==> config.mk <==
export PLATFORM = sky130hd
export DESIGN_NAME = uart_alu_sequencer_flat
export DESIGN_NICKNAME = d
export VERILOG_FILES = /design/src/rtl/uart_pkg.sv /design/src/rtl/uart_alu_sequencer_if.sv /design/src/rtl/edge_pulse.sv /design/src/rtl/uart_alu_sequencer.sv /design/src/flat_wrapper.sv
export SDC_FILE = /design/constraint.sdc
export NUM_CORES = 1
export LEC_CHECK = 0
export ABC_CLOCK_PERIOD_IN_PS = 2300
export CORE_AREA = 4 4 80 82
export DETAILED_ROUTE_END_ITERATION = 10
export DIE_AREA = 0 0 84 86
export GPL_TIMING_DRIVEN = 0
export PLACE_DENSITY = 0.73
export SETUP_SLACK_MARGIN = 0.4
export SLEW_MARGIN = 0
export SYNTH_ARGS = -nofsm -noshare
export SYNTH_HDL_FRONTEND = slang
export SYNTH_HIERARCHICAL = 1
export SYNTH_SLANG_ARGS = --single-unit
==> constraint.sdc <==
create_clock -name i_clock -period 2.3 [get_ports i_clock]
set_clock_uncertainty 0.2 [all_clocks]
set_input_delay 0.46 -clock i_clock [delete_from_list [all_inputs] [get_ports i_clock]]
set_output_delay 0.46 -clock i_clock [all_outputs]
set_load 0.05 [all_outputs]
==> src/rtl/uart_pkg.sv <==
// rtl/uart_pkg.sv - shared constants for the UART/ALU sequencer slice
package uart_pkg;

    // Sequencer state encoding
    localparam logic [2:0] ST_WAIT_A  = 3'd0;
    localparam logic [2:0] ST_WAIT_B  = 3'd1;
    localparam logic [2:0] ST_WAIT_OP = 3'd2;
    localparam logic [2:0] ST_LOAD    = 3'd3;
    localparam logic [2:0] ST_SEND    = 3'd4;
    localparam logic [2:0] ST_WAIT_TX = 3'd5;

    // Default datapath widths
    localparam int DEF_NB_DATA = 8;
    localparam int DEF_NB_OP   = 6;

    // Inter-byte timeout: 10 ms at 100 MHz
    localparam int DEF_TIMEOUT_CYCLES = 1000000;

    // Baud generator constants shared with the UART pair
    localparam int CLKS_PER_TICK = 326;
    localparam int TICKS_PER_BIT = 16;

endpackage

==> src/rtl/uart_alu_sequencer_if.sv <==
// rtl/uart_alu_sequencer_if.sv - rx/tx/alu signal bundle around the sequencer
interface uart_alu_sequencer_if
    import uart_pkg::*;
#(
    parameter int NB_DATA = DEF_NB_DATA,
    parameter int NB_OP   = DEF_NB_OP
);

    // Receiver side
    logic [NB_DATA-1:0] i_rx_data;
    logic               i_rx_done;

    // Combinational ALU result fed back from the operand registers
    logic [NB_DATA-1:0] i_alu_result;

    // Transmitter side
    logic               i_tx_done;

    // Operand / opcode registers presented to the ALU
    logic [NB_DATA-1:0] o_data_a;
    logic [NB_DATA-1:0] o_data_b;
    logic [NB_OP-1:0]   o_op;

    // Transmit request
    logic [NB_DATA-1:0] o_tx_data;
    logic               o_tx_start;

    // Status
    logic               o_busy;
    logic               o_timeout;
    logic               o_overrun;

    // Sequencer view
    modport master (
        input  i_rx_data,
        input  i_rx_done,
        input  i_alu_result,
        input  i_tx_done,
        output o_data_a,
        output o_data_b,
        output o_op,
        output o_tx_data,
        output o_tx_start,
        output o_busy,
        output o_timeout,
        output o_overrun
    );

    // Peripheral view: UART pair and ALU
    modport slave (
        output i_rx_data,
        output i_rx_done,
        output i_alu_result,
        output i_tx_done,
        input  o_data_a,
        input  o_data_b,
        input  o_op,
        input  o_tx_data,
        input  o_tx_start,
        input  o_busy,
        input  o_timeout,
        input  o_overrun
    );

endinterface

==> src/rtl/edge_pulse.sv <==
// rtl/edge_pulse.sv - registered rising-edge detector for done strobes
module edge_pulse (
    input  logic i_clock,
    input  logic i_reset,
    input  logic i_level,
    output logic o_pulse
);

    logic level_q;
    logic level_d;

    // Previous-cycle copy of the strobe
    always_comb begin
        level_d = i_level;
    end

    // Hold the copy; reset clears it so a strobe high out of reset counts once
    always_ff @(posedge i_clock or posedge i_reset) begin
        if (i_reset) begin
            level_q <= 1'b0;
        end else begin
            level_q <= level_d;
        end
    end

    // A long strobe yields a single pulse on its first cycle
    assign o_pulse = i_level & ~level_q;

endmodule

==> src/rtl/uart_alu_sequencer.sv <==
// rtl/uart_alu_sequencer.sv - collects A, B, opcode bytes and returns the ALU result
module uart_alu_sequencer
    import uart_pkg::*;
#(
    parameter int NB_DATA        = DEF_NB_DATA,
    parameter int NB_OP          = DEF_NB_OP,
    parameter int TIMEOUT_CYCLES = DEF_TIMEOUT_CYCLES
) (
    input  logic                 i_clock,
    input  logic                 i_reset,
    uart_alu_sequencer_if.master bus
);

    localparam int               CNT_W    = $clog2(TIMEOUT_CYCLES + 1);
    localparam logic [CNT_W-1:0] CNT_TERM = CNT_W'(TIMEOUT_CYCLES - 1);
    localparam logic [CNT_W-1:0] CNT_ONE  = CNT_W'(1);

    logic               rx_edge;
    logic               tx_edge;

    logic [2:0]         state_q;
    logic [2:0]         state_d;
    logic [CNT_W-1:0]   cnt_q;
    logic [CNT_W-1:0]   cnt_d;
    logic [NB_DATA-1:0] data_a_q;
    logic [NB_DATA-1:0] data_a_d;
    logic [NB_DATA-1:0] data_b_q;
    logic [NB_DATA-1:0] data_b_d;
    logic [NB_OP-1:0]   op_q;
    logic [NB_OP-1:0]   op_d;
    logic [NB_DATA-1:0] tx_data_q;
    logic [NB_DATA-1:0] tx_data_d;
    logic               timeout_q;
    logic               timeout_d;
    logic               overrun_q;
    logic               overrun_d;

    edge_pulse u_rx_edge (
        .i_clock (i_clock),
        .i_reset (i_reset),
        .i_level (bus.i_rx_done),
        .o_pulse (rx_edge)
    );

    edge_pulse u_tx_edge (
        .i_clock (i_clock),
        .i_reset (i_reset),
        .i_level (bus.i_tx_done),
        .o_pulse (tx_edge)
    );

    // Frame sequencing, inter-byte timeout and overrun detection
    always_comb begin
        state_d   = state_q;
        cnt_d     = '0;
        data_a_d  = data_a_q;
        data_b_d  = data_b_q;
        op_d      = op_q;
        tx_data_d = tx_data_q;
        timeout_d = 1'b0;
        overrun_d = 1'b0;

        case (state_q)
            ST_WAIT_A: begin
                // No timeout here: an idle line between frames is normal
                if (rx_edge) begin
                    data_a_d = bus.i_rx_data;
                    state_d  = ST_WAIT_B;
                end
            end

            ST_WAIT_B: begin
                // A byte arriving on the terminal count still belongs to the frame
                if (rx_edge) begin
                    data_b_d = bus.i_rx_data;
                    state_d  = ST_WAIT_OP;
                end else if (cnt_q == CNT_TERM) begin
                    timeout_d = 1'b1;
                    state_d   = ST_WAIT_A;
                end else begin
                    cnt_d = cnt_q + CNT_ONE;
                end
            end

            ST_WAIT_OP: begin
                if (rx_edge) begin
                    op_d    = bus.i_rx_data[NB_OP-1:0];
                    state_d = ST_LOAD;
                end else if (cnt_q == CNT_TERM) begin
                    timeout_d = 1'b1;
                    state_d   = ST_WAIT_A;
                end else begin
                    cnt_d = cnt_q + CNT_ONE;
                end
            end

            ST_LOAD: begin
                // Operand registers settled last cycle, so the ALU output is valid now
                tx_data_d = bus.i_alu_result;
                overrun_d = rx_edge;
                state_d   = ST_SEND;
            end

            ST_SEND: begin
                overrun_d = rx_edge;
                state_d   = ST_WAIT_TX;
            end

            ST_WAIT_TX: begin
                // Bytes arriving before the transmitter finishes are dropped
                overrun_d = rx_edge;
                if (tx_edge) begin
                    state_d = ST_WAIT_A;
                end
            end

            default: begin
                state_d = ST_WAIT_A;
            end
        endcase
    end

    // State, counter, datapath registers and status pulses
    always_ff @(posedge i_clock or posedge i_reset) begin
        if (i_reset) begin
            state_q   <= ST_WAIT_A;
            cnt_q     <= '0;
            data_a_q  <= '0;
            data_b_q  <= '0;
            op_q      <= '0;
            tx_data_q <= '0;
            timeout_q <= 1'b0;
            overrun_q <= 1'b0;
        end else begin
            state_q   <= state_d;
            cnt_q     <= cnt_d;
            data_a_q  <= data_a_d;
            data_b_q  <= data_b_d;
            op_q      <= op_d;
            tx_data_q <= tx_data_d;
            timeout_q <= timeout_d;
            overrun_q <= overrun_d;
        end
    end

    assign bus.o_data_a   = data_a_q;
    assign bus.o_data_b   = data_b_q;
    assign bus.o_op       = op_q;
    assign bus.o_tx_data  = tx_data_q;
    assign bus.o_tx_start = (state_q == ST_SEND);
    assign bus.o_busy     = (state_q == ST_LOAD) || (state_q == ST_SEND) ||
                            (state_q == ST_WAIT_TX);
    assign bus.o_timeout  = timeout_q;
    assign bus.o_overrun  = overrun_q;

endmodule

==> src/flat_wrapper.sv <==
// flat-port wrapper written by rule: the top's interface ports become plain ports
module uart_alu_sequencer_flat import uart_pkg::*;
#(
    parameter int NB_DATA        = DEF_NB_DATA,
    parameter int NB_OP          = DEF_NB_OP,
    parameter int TIMEOUT_CYCLES = DEF_TIMEOUT_CYCLES
)
  (i_clock, i_reset, bus_i_rx_data, bus_i_rx_done, bus_i_alu_result, bus_i_tx_done, bus_o_data_a, bus_o_data_b, bus_o_op, bus_o_tx_data, bus_o_tx_start, bus_o_busy, bus_o_timeout, bus_o_overrun);
  uart_alu_sequencer_if #(.NB_DATA(NB_DATA), .NB_OP(NB_OP)) bus_i ();
  input  logic i_clock;
  input  logic i_reset;
  input wire logic [$bits(bus_i.i_rx_data)-1:0] bus_i_rx_data;
  input wire logic [$bits(bus_i.i_rx_done)-1:0] bus_i_rx_done;
  input wire logic [$bits(bus_i.i_alu_result)-1:0] bus_i_alu_result;
  input wire logic [$bits(bus_i.i_tx_done)-1:0] bus_i_tx_done;
  output wire logic [$bits(bus_i.o_data_a)-1:0] bus_o_data_a;
  output wire logic [$bits(bus_i.o_data_b)-1:0] bus_o_data_b;
  output wire logic [$bits(bus_i.o_op)-1:0] bus_o_op;
  output wire logic [$bits(bus_i.o_tx_data)-1:0] bus_o_tx_data;
  output wire logic [$bits(bus_i.o_tx_start)-1:0] bus_o_tx_start;
  output wire logic [$bits(bus_i.o_busy)-1:0] bus_o_busy;
  output wire logic [$bits(bus_i.o_timeout)-1:0] bus_o_timeout;
  output wire logic [$bits(bus_i.o_overrun)-1:0] bus_o_overrun;
  assign bus_i.i_rx_data = bus_i_rx_data;
  assign bus_i.i_rx_done = bus_i_rx_done;
  assign bus_i.i_alu_result = bus_i_alu_result;
  assign bus_i.i_tx_done = bus_i_tx_done;
  assign bus_o_data_a = bus_i.o_data_a;
  assign bus_o_data_b = bus_i.o_data_b;
  assign bus_o_op = bus_i.o_op;
  assign bus_o_tx_data = bus_i.o_tx_data;
  assign bus_o_tx_start = bus_i.o_tx_start;
  assign bus_o_busy = bus_i.o_busy;
  assign bus_o_timeout = bus_i.o_timeout;
  assign bus_o_overrun = bus_i.o_overrun;
  uart_alu_sequencer #(.NB_DATA(NB_DATA), .NB_OP(NB_OP), .TIMEOUT_CYCLES(TIMEOUT_CYCLES)) u_core (.i_clock(i_clock), .i_reset(i_reset), .bus(bus_i));
endmodule
==> results of run 1 <==
cell usage in the layout, fill, tap and decap left out, types with 5 or more instances in the layout:
master,netlist,routed
sky130_fd_sc_hd__mux2_2,30,30
sky130_fd_sc_hd__buf_4,0,7
sky130_fd_sc_hd__xor2_1,8,8
sky130_fd_sc_hd__buf_6,1,5
sky130_fd_sc_hd__a21oi_1,8,6
sky130_fd_sc_hd__clkdlybuf4s50_1,0,18
sky130_fd_sc_hd__clkbuf_2,0,19
sky130_fd_sc_hd__inv_1,6,5
sky130_fd_sc_hd__nand2_1,9,8
sky130_fd_sc_hd__clkbuf_8,0,10
sky130_fd_sc_hd__dfrtp_1,57,57
sky130_fd_sc_hd__or4_1,5,5
sky130_fd_sc_hd__nor2_1,16,12
sky130_fd_sc_hd__clkdlybuf4s15_1,0,11
sky130_fd_sc_hd__nand3_1,7,6
state kept, by name, indices dropped and copies added (netlist names):
name,cells
u_core/bus.o_data_a,8
u_core/bus.o_data_b,8
u_core/bus.o_op,6
u_core/bus.o_overrun,1
u_core/bus.o_timeout,1
u_core/bus.o_tx_data,8
u_core/cnt_q,20
u_core/state_q,3
u_core/u_rx_edge/level_q,1
u_core/u_tx_edge/level_q,1
path summary, 6_finish.rpt:
kind	to	slack, ns	cells after the start
min in group i_clock	u_core/u_rx_edge/level_q	0.18	1
setup / recovery	u_core/state_q[0]	0.15	5
setup reg to reg	u_core/state_q[0]	0.15	5
hold / removal	u_core/u_tx_edge/level_q	0.16	2
hold reg to reg	u_core/cnt_q[0]	0.29	1
max in group asynchronous	u_core/cnt_q[9]	0.69	2
kinds of logic after synthesis:
family,Yosys count
mux,30
buf+inv,13
simple gates,67
flops,57
fa+ha+maj,1
xor+xnor,12
compound gates,20
cell type report:
class | count | share of cell area [%]
clock buffer | 9 | 3.71
buffer | 7 | 1.61
tap | 75 | 2.81
sequential | 57 | 42.7
clock inverter | 7 | 1.42
timing repair buffer | 62 | 15.8
inverter | 6 | 0.787
multi-input combinational | 130 | 31.1
worst register-to-register path: cells and delay by family (launching register included):
kind / cells / cell delay (ns)
AO/OA/AOI/OAI: 2 / 0.23
flip-flops: 1 / 0.37
AND/OR/NAND/NOR: 2 / 1.05
buffers and inverters: 1 / 0.16
cells in the mapped netlist (4+ instances only):
| master | number | area share [%] |
|---|---|---|
| sky130_fd_sc_hd__nand3_1 | 7 | 1.4 |
| sky130_fd_sc_hd__o31ai_1 | 4 | 1.2 |
| sky130_fd_sc_hd__inv_1 | 6 | 0.91 |
| sky130_fd_sc_hd__nand2b_1 | 4 | 1.0 |
| sky130_fd_sc_hd__clkbuf_1 | 6 | 0.91 |
| sky130_fd_sc_hd__nand2_1 | 9 | 1.4 |
| sky130_fd_sc_hd__xnor2_1 | 4 | 1.4 |
| sky130_fd_sc_hd__o21ai_0 | 4 | 0.81 |
| sky130_fd_sc_hd__a21oi_1 | 8 | 1.6 |
| sky130_fd_sc_hd__dfrtp_1 | 57 | 58 |
| sky130_fd_sc_hd__or4_1 | 5 | 1.5 |
| sky130_fd_sc_hd__nor2_1 | 16 | 2.4 |
| sky130_fd_sc_hd__mux2_2 | 30 | 14 |
| sky130_fd_sc_hd__or3_1 | 4 | 1.0 |
| sky130_fd_sc_hd__xor2_1 | 8 | 2.8 |
| sky130_fd_sc_hd__nand4_1 | 4 | 1.0 |
per-layer routing:
metal | vias to the layer above | share of wire (%)
met3 | 7 | 6.5
met5 | - | 0
met4 | 0 | 1.1
met1 | 859 | 43
met2 | 55 | 50
li1 | 848 | -
report_power, final:
part	internal, mW	leakage (nW)	total (mW)	switching [mW]
Sequential	1.31	0.725	1.47	0.157
Clock	0.386	0.0850	0.793	0.407
Combinational	0.785	0.630	2.32	1.54
Total	2.48	1.44	4.59	2.10
stage by stage:
| step | utilization, % | hold WS, ns | total power, mW | setup WS [ns] | std cells |
|---|---|---|---|---|---|
| after floorplan | - | -0.0113 | 3.08 | 0.144 | 200 |
| after detailed placement | 53.9 | 0.280 | 3.86 | -0.369 | 328 |
| after global placement | 53.9 | 0.267 | 3.81 | -0.324 | 328 |
| after global routing | 58.1 | 0.157 | 4.82 | 0.0552 | 353 |
| after CTS | 59.0 | 0.147 | 4.66 | 0.123 | 353 |
| final | 58.1 | 0.158 | 4.59 | 0.154 | 353 |
timing repair:
item / CTS / global route
buffers inserted: 9 / 0
gates resized for setup: 78 / 40
pin swaps: 6 / 1
endpoints found under the setup margin: 83 / 52
==> impl_summary.txt, run 1 <==
----------------------------------------------------
[Run status]
  Status ... finished, final reports clean

[CTS]
  TritonCTS clock tree ... yes
  Clock sink count ... 57
  Root buffer cell ... sky130_fd_sc_hd__clkbuf_8
  Number of buffers inserted by hold repair at cts ... 0
  Buffer levels on the longest clock path ... 2
  Maximum level of the CTS H-tree ... 3
  CTS clock-pin slew for the worst setup and hold paths ... 0.06 ns
  Number of buffers added by the clock tree synthesis step ... 9
  Worst skew pair latency ... 0.34 ns

[Critical path]
  Buffers and inverters on the worst path ... 1
  Worst-path cell chain ... or4_1, or4_4, buf_4, o21ai_2, o221ai_1
  Kind of end point of the critical path ... flop
  Critical Path RT ... 2.30 ns
  Kind of critical path ... flop to flop
  Worst EP arrival ... 2.15 ns
  Critical path's top delay family ... simple AND/OR/NAND/NOR gates
  Launching element of the worst setup path ... u_core/cnt_q[12]
  Reg2Reg Launch Point ... u_core/cnt_q[12]
  Standard cell with the maximum stage delay on the critical path ... sky130_fd_sc_hd__or4_4
  Largest fanout on the critical path ... 3
  Crit path largest cell delay ... 0.53 ns
  CP Launch Type ... flop

[Place]
  Placer Congestion ... 0.775
  Port bufs ... 53
  HPWL after DPL ... 3360 um
  Area after detailed placement ... 3100 um^2

[Global routing]
  Via count of the first global-routing pass ... 1862
  Global-route met3 utilization ... 6.82%
  First-pass GRT wire length ... 8830 um
  Highest-utilization routing layer at the global route stage ... met2
  Aggregate global-route resource usage ... 15.6%
  Initial antenna violation count ... 0
  Met1 global-route usage ... 18.5%
  Pin count of the biggest net entering global routing ... 56
  Total gr overflow ... 0
  GR Layer Usage met2 ... 25.0%

[Synth]
  Post-synthesis cell type count ... 36
  Total standard cell area after synthesis ... 2470 um^2
  Combinational family with the most area after synthesis ... simple AND/OR/NAND/NOR gates
  Share of the synthesized area in compound gates (AO/OA/AOI/OAI) ... 5.38%
  Average footprint of a synthesized cell ... 12.3 um^2
  Synth Area in Simple Gates ... 16.0%
  Sequential share of the synthesized area ... 57.8%
  Yosys warnings ... 6
  Post-Synth Adder-Cell Area ... 0.507%
  Fraction of registers with async set/reset ... 100%
  Fraction of synthesized area in multiplexers ... 13.7%
  Syn nets ... 221
  Synth Flop Type ... sky130_fd_sc_hd__dfrtp_1
  Register bit total from synthesis ... 57
  XOR/XNOR share of the synthesized area ... 4.26%
  Synthesized netlist cell count ... 200
  Post-synth EDFFs ... 0

[Pwr]
  Pwr Density ... 1370 nW/um^2
  Worst-case vdd ir drop ... 0.792 mV
  Leakage power summed over all cells ... 1.44 nW

[Timing]
  Clock period minus final worst setup slack ... 2.15 ns
  Finish-stage setup viols ... 0
  Headroom to the max-slew limit ... 22.5%
  Fmax ... 0.466 GHz
  RSZ-0062 raised after global routing ... true
  Share of the cycle needed by the critical path after routing ... 93.3%
  Number of pins with negative max-slew slack in the final report ... 0
  Fin Setup TNS ... 0 ns
  Count of final hold-check violations ... 0
  Slew at the pin closest to its max-slew limit ... 1.16 ns

[Route]
  Count of TritonRoute iterations in the first routing pass ... 4
  Via count ... 1769
  Routed vias/inst ... 5.01
  Avg WL per Cell ... 14.5 um
  Antenna viol nets, final ... 0
  Initial detailed-routing violation count ... 82
  Total wire length ... 5120 um
  Post-route DRC ... 0

[Worst hold path]
  Type of the tightest min-delay check ... input port to asynchronous set/reset pin

[Cells and area]
  Final standard cell area without fillers ... 3340 um^2
  Count of fill cells added during filler insertion ... 508
  Fraction of layout instances using a drive strength above 1 ... 36.3%
  Storage cell area ... 1430 um^2
  Number of antenna diodes ... 0
  Total area of multi-input combinational cells ... 1040 um^2
  Layout area overhead ... 35.4%
  Layout Nets ... 294

[Floorplanning]
  Die Wd ... 84 um
  Initial cell density of the core ... 42.9%
  Area of the core ... 5750 um^2
  Area enclosed by the die boundary ... 7220 um^2
  Number of primary I/O pins ... 54
  Die boundary height ... 86 um
  # rows ... 28

[Job]
  Number of max-cap violations ... 0

----------------------------------------------------
Note: power is estimated with default switching activity, not from simulation.
==> run 2: changes to the inputs <==
--- a/config.mk
+++ b/config.mk
@@ -7,6 +7,7 @@
 export LEC_CHECK = 0
 export ABC_CLOCK_PERIOD_IN_PS = 2300
 export CORE_AREA = 4 4 80 82
+export CTS_CLUSTER_DIAMETER = 100
 export DETAILED_ROUTE_END_ITERATION = 10
 export DIE_AREA = 0 0 84 86
 export GPL_TIMING_DRIVEN = 0
==> results of run 2 <==
Final layout, timing and power as in run 1 (identical DEF).
==> run 3: changes to the inputs <==
--- a/config.mk
+++ b/config.mk
@@ -5,16 +5,16 @@
 export SDC_FILE = /design/constraint.sdc
 export NUM_CORES = 1
 export LEC_CHECK = 0
+export ABC_AREA = 1
 export ABC_CLOCK_PERIOD_IN_PS = 2300
-export CORE_AREA = 4 4 80 82
+export CORE_AREA = 4 4 81 83
 export CTS_CLUSTER_DIAMETER = 100
 export DETAILED_ROUTE_END_ITERATION = 10
-export DIE_AREA = 0 0 84 86
+export DIE_AREA = 0 0 85 87
 export GPL_TIMING_DRIVEN = 0
-export PLACE_DENSITY = 0.73
+export PLACE_DENSITY = 0.74
 export SETUP_SLACK_MARGIN = 0.4
 export SLEW_MARGIN = 0
 export SYNTH_ARGS = -nofsm -noshare
 export SYNTH_HDL_FRONTEND = slang
-export SYNTH_HIERARCHICAL = 1
 export SYNTH_SLANG_ARGS = --single-unit
==> run 3 against run 2 <==
Against the previous run: area after synthesis grew 6.2%; sequential share of layout area shrank 1.5 points; final cell count grew 26%; count of clock-buffer cells in the layout is the same; register-to-register slack gained 0.37 ns; combinational power shrank 4%; core utilization grew 1.0 points; via count grew 22%; die area grew 2.4%; sequential cell count is the same; critical path depth grew 1; non-clock buffer count is the same; highest routed layer unchanged.
==> impl_summary.txt, run 3 <==
----------------------------------------------------
[Run status]
  Status ... finished, final reports clean

[Timing]
  Headroom to the max-slew limit ... 67.2% (+45 points)
  Fin Setup TNS ... 0 ns (unchanged)
  Share of the cycle needed by the critical path after routing ... 89.3% (-4.0 points)
  RSZ-0062 raised after global routing ... true
  Count of final hold-check violations ... 0 (unchanged)
  Clock period minus final worst setup slack ... 2.05 ns (-0.0928 ns)
  Fmax ... 0.487 GHz (+4.5%)
  Slew at the pin closest to its max-slew limit ... 0.494 ns (-0.666 ns)
  Setup ws final ... 0.247 ns (+0.0928 ns)
  Finish-stage setup viols ... 0 (unchanged)
  Number of pins with negative max-slew slack in the final report ... 0 (unchanged)

[Global routing]
  First-pass GRT wire length ... 9550 um (+8.2%)
  GR Layer Usage met2 ... 26.8% (+1.7 points)
  Pin count of the biggest net entering global routing ... 58 (+3.6%)
  Aggregate global-route resource usage ... 16.4% (+0.72 points)
  Initial antenna violation count ... 0 (unchanged)
  Global-route met3 utilization ... 8.80% (+2.0 points)
  Highest-utilization routing layer at the global route stage ... met2
  Total gr overflow ... 0 (unchanged)
  Via count of the first global-routing pass ... 2142 (+15%)
  Met1 global-route usage ... 18.8% (+0.28 points)

[Critical path]
  Kind of end point of the critical path ... primary output
  Worst-path cell chain ... inv_4, buf_6, o21ai_2, inv_2, nand2_2, buf_8
  Standard cell with the maximum stage delay on the critical path ... sky130_fd_sc_hd__dfrtp_1
  CP Launch Type ... flop
  Crit path largest cell delay ... 0.47 ns (-0.06 ns)
  Worst EP arrival ... 1.39 ns (-0.76 ns)
  Largest fanout on the critical path ... 4 (+1)
  Kind of critical path ... flop to primary output
  Critical Path RT ... 1.64 ns (-0.66 ns)

[Synth]
  Yosys top cell area share ... 54.4% (-3.4 points)
  Fraction of registers with async set/reset ... 100% (unchanged)
  Sequential share of the synthesized area ... 54.4% (-3.4 points)
  Yosys warnings ... 0 (-6)
  Largest area contributor in the synthesized netlist ... sky130_fd_sc_hd__dfrtp_1
  Average footprint of a synthesized cell ... 9.03 um^2 (-27%)
  Synth Flop Type ... sky130_fd_sc_hd__dfrtp_1
  Post-synthesis cell type count ... 27 (-25%)
  Top cells by count, synth ... sky130_fd_sc_hd__nand2_1, sky130_fd_sc_hd__dfrtp_1, sky130_fd_sc_hd__nor2_1, sky130_fd_sc_hd__inv_1, sky130_fd_sc_hd__o21ai_0
  Post-synth EDFFs ... 0 (unchanged)
  Top cells by area in the synthesized netlist ... sky130_fd_sc_hd__dfrtp_1, sky130_fd_sc_hd__nand2_1, sky130_fd_sc_hd__nor2_1
  Syn nets ... 311 (+41%)
  Register bit total from synthesis ... 57 (unchanged)
  Most frequently used cell type in the post-synthesis netlist ... sky130_fd_sc_hd__nand2_1
  Total standard cell area after synthesis ... 2620 um^2 (+6.2%)
  Synthesized netlist cell count ... 290 (+45%)

[Floorplanning]
  Area of the core ... 5850 um^2 (+1.8%)
  Die boundary height ... 87 um (+1.2%)
  Number of primary I/O pins ... 54 (unchanged)
  # rows ... 28 (unchanged)
  Die Wd ... 85 um (+1.2%)
  Initial cell density of the core ... 44.8% (+1.9 points)
  Area enclosed by the die boundary ... 7400 um^2 (+2.4%)

[Cells and area]
  Layout area overhead ... 32.1%
  Number of flip-flops in the largest register ... 20 (unchanged)
  Number of antenna diodes ... 0 (unchanged)
  Most common cell after layout, fill and taps aside ... sky130_fd_sc_hd__nand2_1
  Layout Nets ... 387 (+32%)
  Highest-count cells in the layout ignoring fill and taps ... sky130_fd_sc_hd__nand2_1, sky130_fd_sc_hd__dfrtp_1, sky130_fd_sc_hd__nor2_1, sky130_fd_sc_hd__inv_1, sky130_fd_sc_hd__clkbuf_2
  Register name with the most flops ... u_core.cnt_q
  Final standard cell area without fillers ... 3460 um^2 (+3.6%)
  Post-Layout Cell Count ... 446 (+26%)
  Fraction of layout instances using a drive strength above 1 ... 28.3% (-8.0 points)

[Pwr]
  Pwr Density ... 1310 nW/um^2 (-4.4%)
  Worst-case vdd ir drop ... 0.993 mV (+25%)
  Leakage power summed over all cells ... 1.61 nW (+12%)

[Place]
  HPWL after DPL ... 3950 um (+17%)
  Area after detailed placement ... 3250 um^2 (+5.0%)
  Dpl cells ... 418 (+27%)
  Placer Congestion ... 0.847 (+9.4%)
  Worst setup timing slack at the placement stage ... -0.277 ns (+0.0921 ns)
  Port bufs ... 53 (unchanged)

[CTS]
  Maximum level of the CTS H-tree ... 3 (unchanged)
  TritonCTS clock tree ... yes
  Worst skew pair latency ... 0.34 ns (about the same)
  CTS clock-pin slew for the worst setup and hold paths ... 0.08 ns (+0.02 ns)
  Buffer levels on the longest clock path ... 2 (unchanged)
  Clock sink count ... 57 (unchanged)
  Number of buffers inserted by hold repair at cts ... 0 (unchanged)
  Number of buffers added by the clock tree synthesis step ... 9 (unchanged)
  Root buffer cell ... sky130_fd_sc_hd__clkbuf_8

[Job]
  Number of max-cap violations ... 0 (unchanged)

[Route]
  Post-route DRC ... 0 (unchanged)
  Total wire length ... 5840 um (+14%)
  Count of TritonRoute iterations in the first routing pass ... 5 (+1)
  Antenna viol nets, final ... 0 (unchanged)
  Initial detailed-routing violation count ... 84 (+2.4%)
  Routed vias/inst ... 4.82 (-3.8%)
  Via count ... 2150 (+22%)
  Avg WL per Cell ... 13.1 um (-9.8%)

[Worst hold path]
  Type of the tightest min-delay check ... input port to asynchronous set/reset pin

----------------------------------------------------
-- run 3: changes by cell type after synthesis, moves of 6 or more --
cell | previous run | this run
sky130_fd_sc_hd__o21ai_1 | 0 | 10
sky130_fd_sc_hd__nand2_1 | 9 | 63
sky130_fd_sc_hd__nor2_1 | 16 | 34
sky130_fd_sc_hd__mux2_2 | 30 | 8
sky130_fd_sc_hd__inv_1 | 6 | 32
sky130_fd_sc_hd__nor2_2 | 0 | 14
sky130_fd_sc_hd__clkbuf_1 | 6 | 0
sky130_fd_sc_hd__o21ai_0 | 4 | 15
-- run 3: critical path, delay by kind of cell, from the launching register on --
| kind | cells | cell delay (ns) |
|---|---|---|
| compound gates | 1 | 0.11 |
| buf+inv | 4 | 0.40 |
| simple gates | 1 | 0.08 |
| flops | 1 | 0.47 |
-- run 3: layout make-up --
type / count / area (um^2)
Tap cell: 75 / 93.8
Multi-Input combinational cell: 195 / 1070
Fill cell: 500 / 2390
Sequential cell: 57 / 1430
Inverter: 34 / 134
Clock inverter: 7 / 55.1
Timing Repair Buffer: 65 / 529
Clock buffer: 9 / 124
Buffer: 4 / 28.8
-- run 3: cells by family after synthesis --
| group | Yosys count | synth area share, % |
|---|---|---|
| adder cells (fa/ha/maj) | 1 | 0.477 |
| AO/OA/AOI/OAI | 31 | 5.97 |
| flip-flops | 57 | 54.4 |
| XOR/XNOR | 8 | 2.67 |
| multiplexers | 8 | 3.44 |
| buffers and inverters | 38 | 5.97 |
| AND/OR/NAND/NOR | 147 | 27.0 |
-- run 3: worst paths after layout --
| path | slack (ns) | start | cells past startpoint | endpoint |
|---|---|---|---|---|
| worst max register to register | 0.52 | u_core.cnt_q[0] | 8 | u_core.cnt_q[10] |
| max in group asynchronous | 1.12 | i_reset | 3 | u_core.state_q[0] |
| worst min register to register | 0.29 | u_core.cnt_q[0] | 1 | u_core.cnt_q[0] |
| worst min-delay path | 0.26 | i_reset | 2 | u_core.bus.o_op[1] |
| min in group i_clock | 0.29 | u_core.cnt_q[0] | 1 | u_core.cnt_q[0] |
| worst max-delay path | 0.25 | u_core.state_q[2] | 6 | bus_o_busy |
-- run 3: report_power, final --
part           switching (mW)  internal [mW]
combinational            1.58          0.649
sequential              0.176           1.29
clock                   0.451          0.399
-- run 3: repair_timing --
action	CTS	global route
setup buffers	2	9
pin swaps	0	4
endpoints found under the setup margin	34	33
gates resized for setup	58	56
-- run 3: routing by layer --
| metal | routed length, um | vias up | part of all wire (%) |
|---|---|---|---|
| li1 | - | 1073 | - |
| met1 | 2410 | 1009 | 41 |
| met2 | 2840 | 61 | 49 |
| met3 | 531 | 7 | 9.1 |
| met4 | 56 | 0 | 0.96 |
| met5 | 0 | - | 0 |
-- run 3: metrics by stage --
step           total power [mW]  util (%)  hold slack, ns
2_1_floorplan              2.98         -           0.241
3_3_place_gp               3.68      55.6           0.261
3_5_place_dp               3.71      55.6           0.268
4_1_cts                    4.44      58.6           0.283
5_1_grt                    4.79      59.2           0.283
6_report                   4.54      59.2           0.260
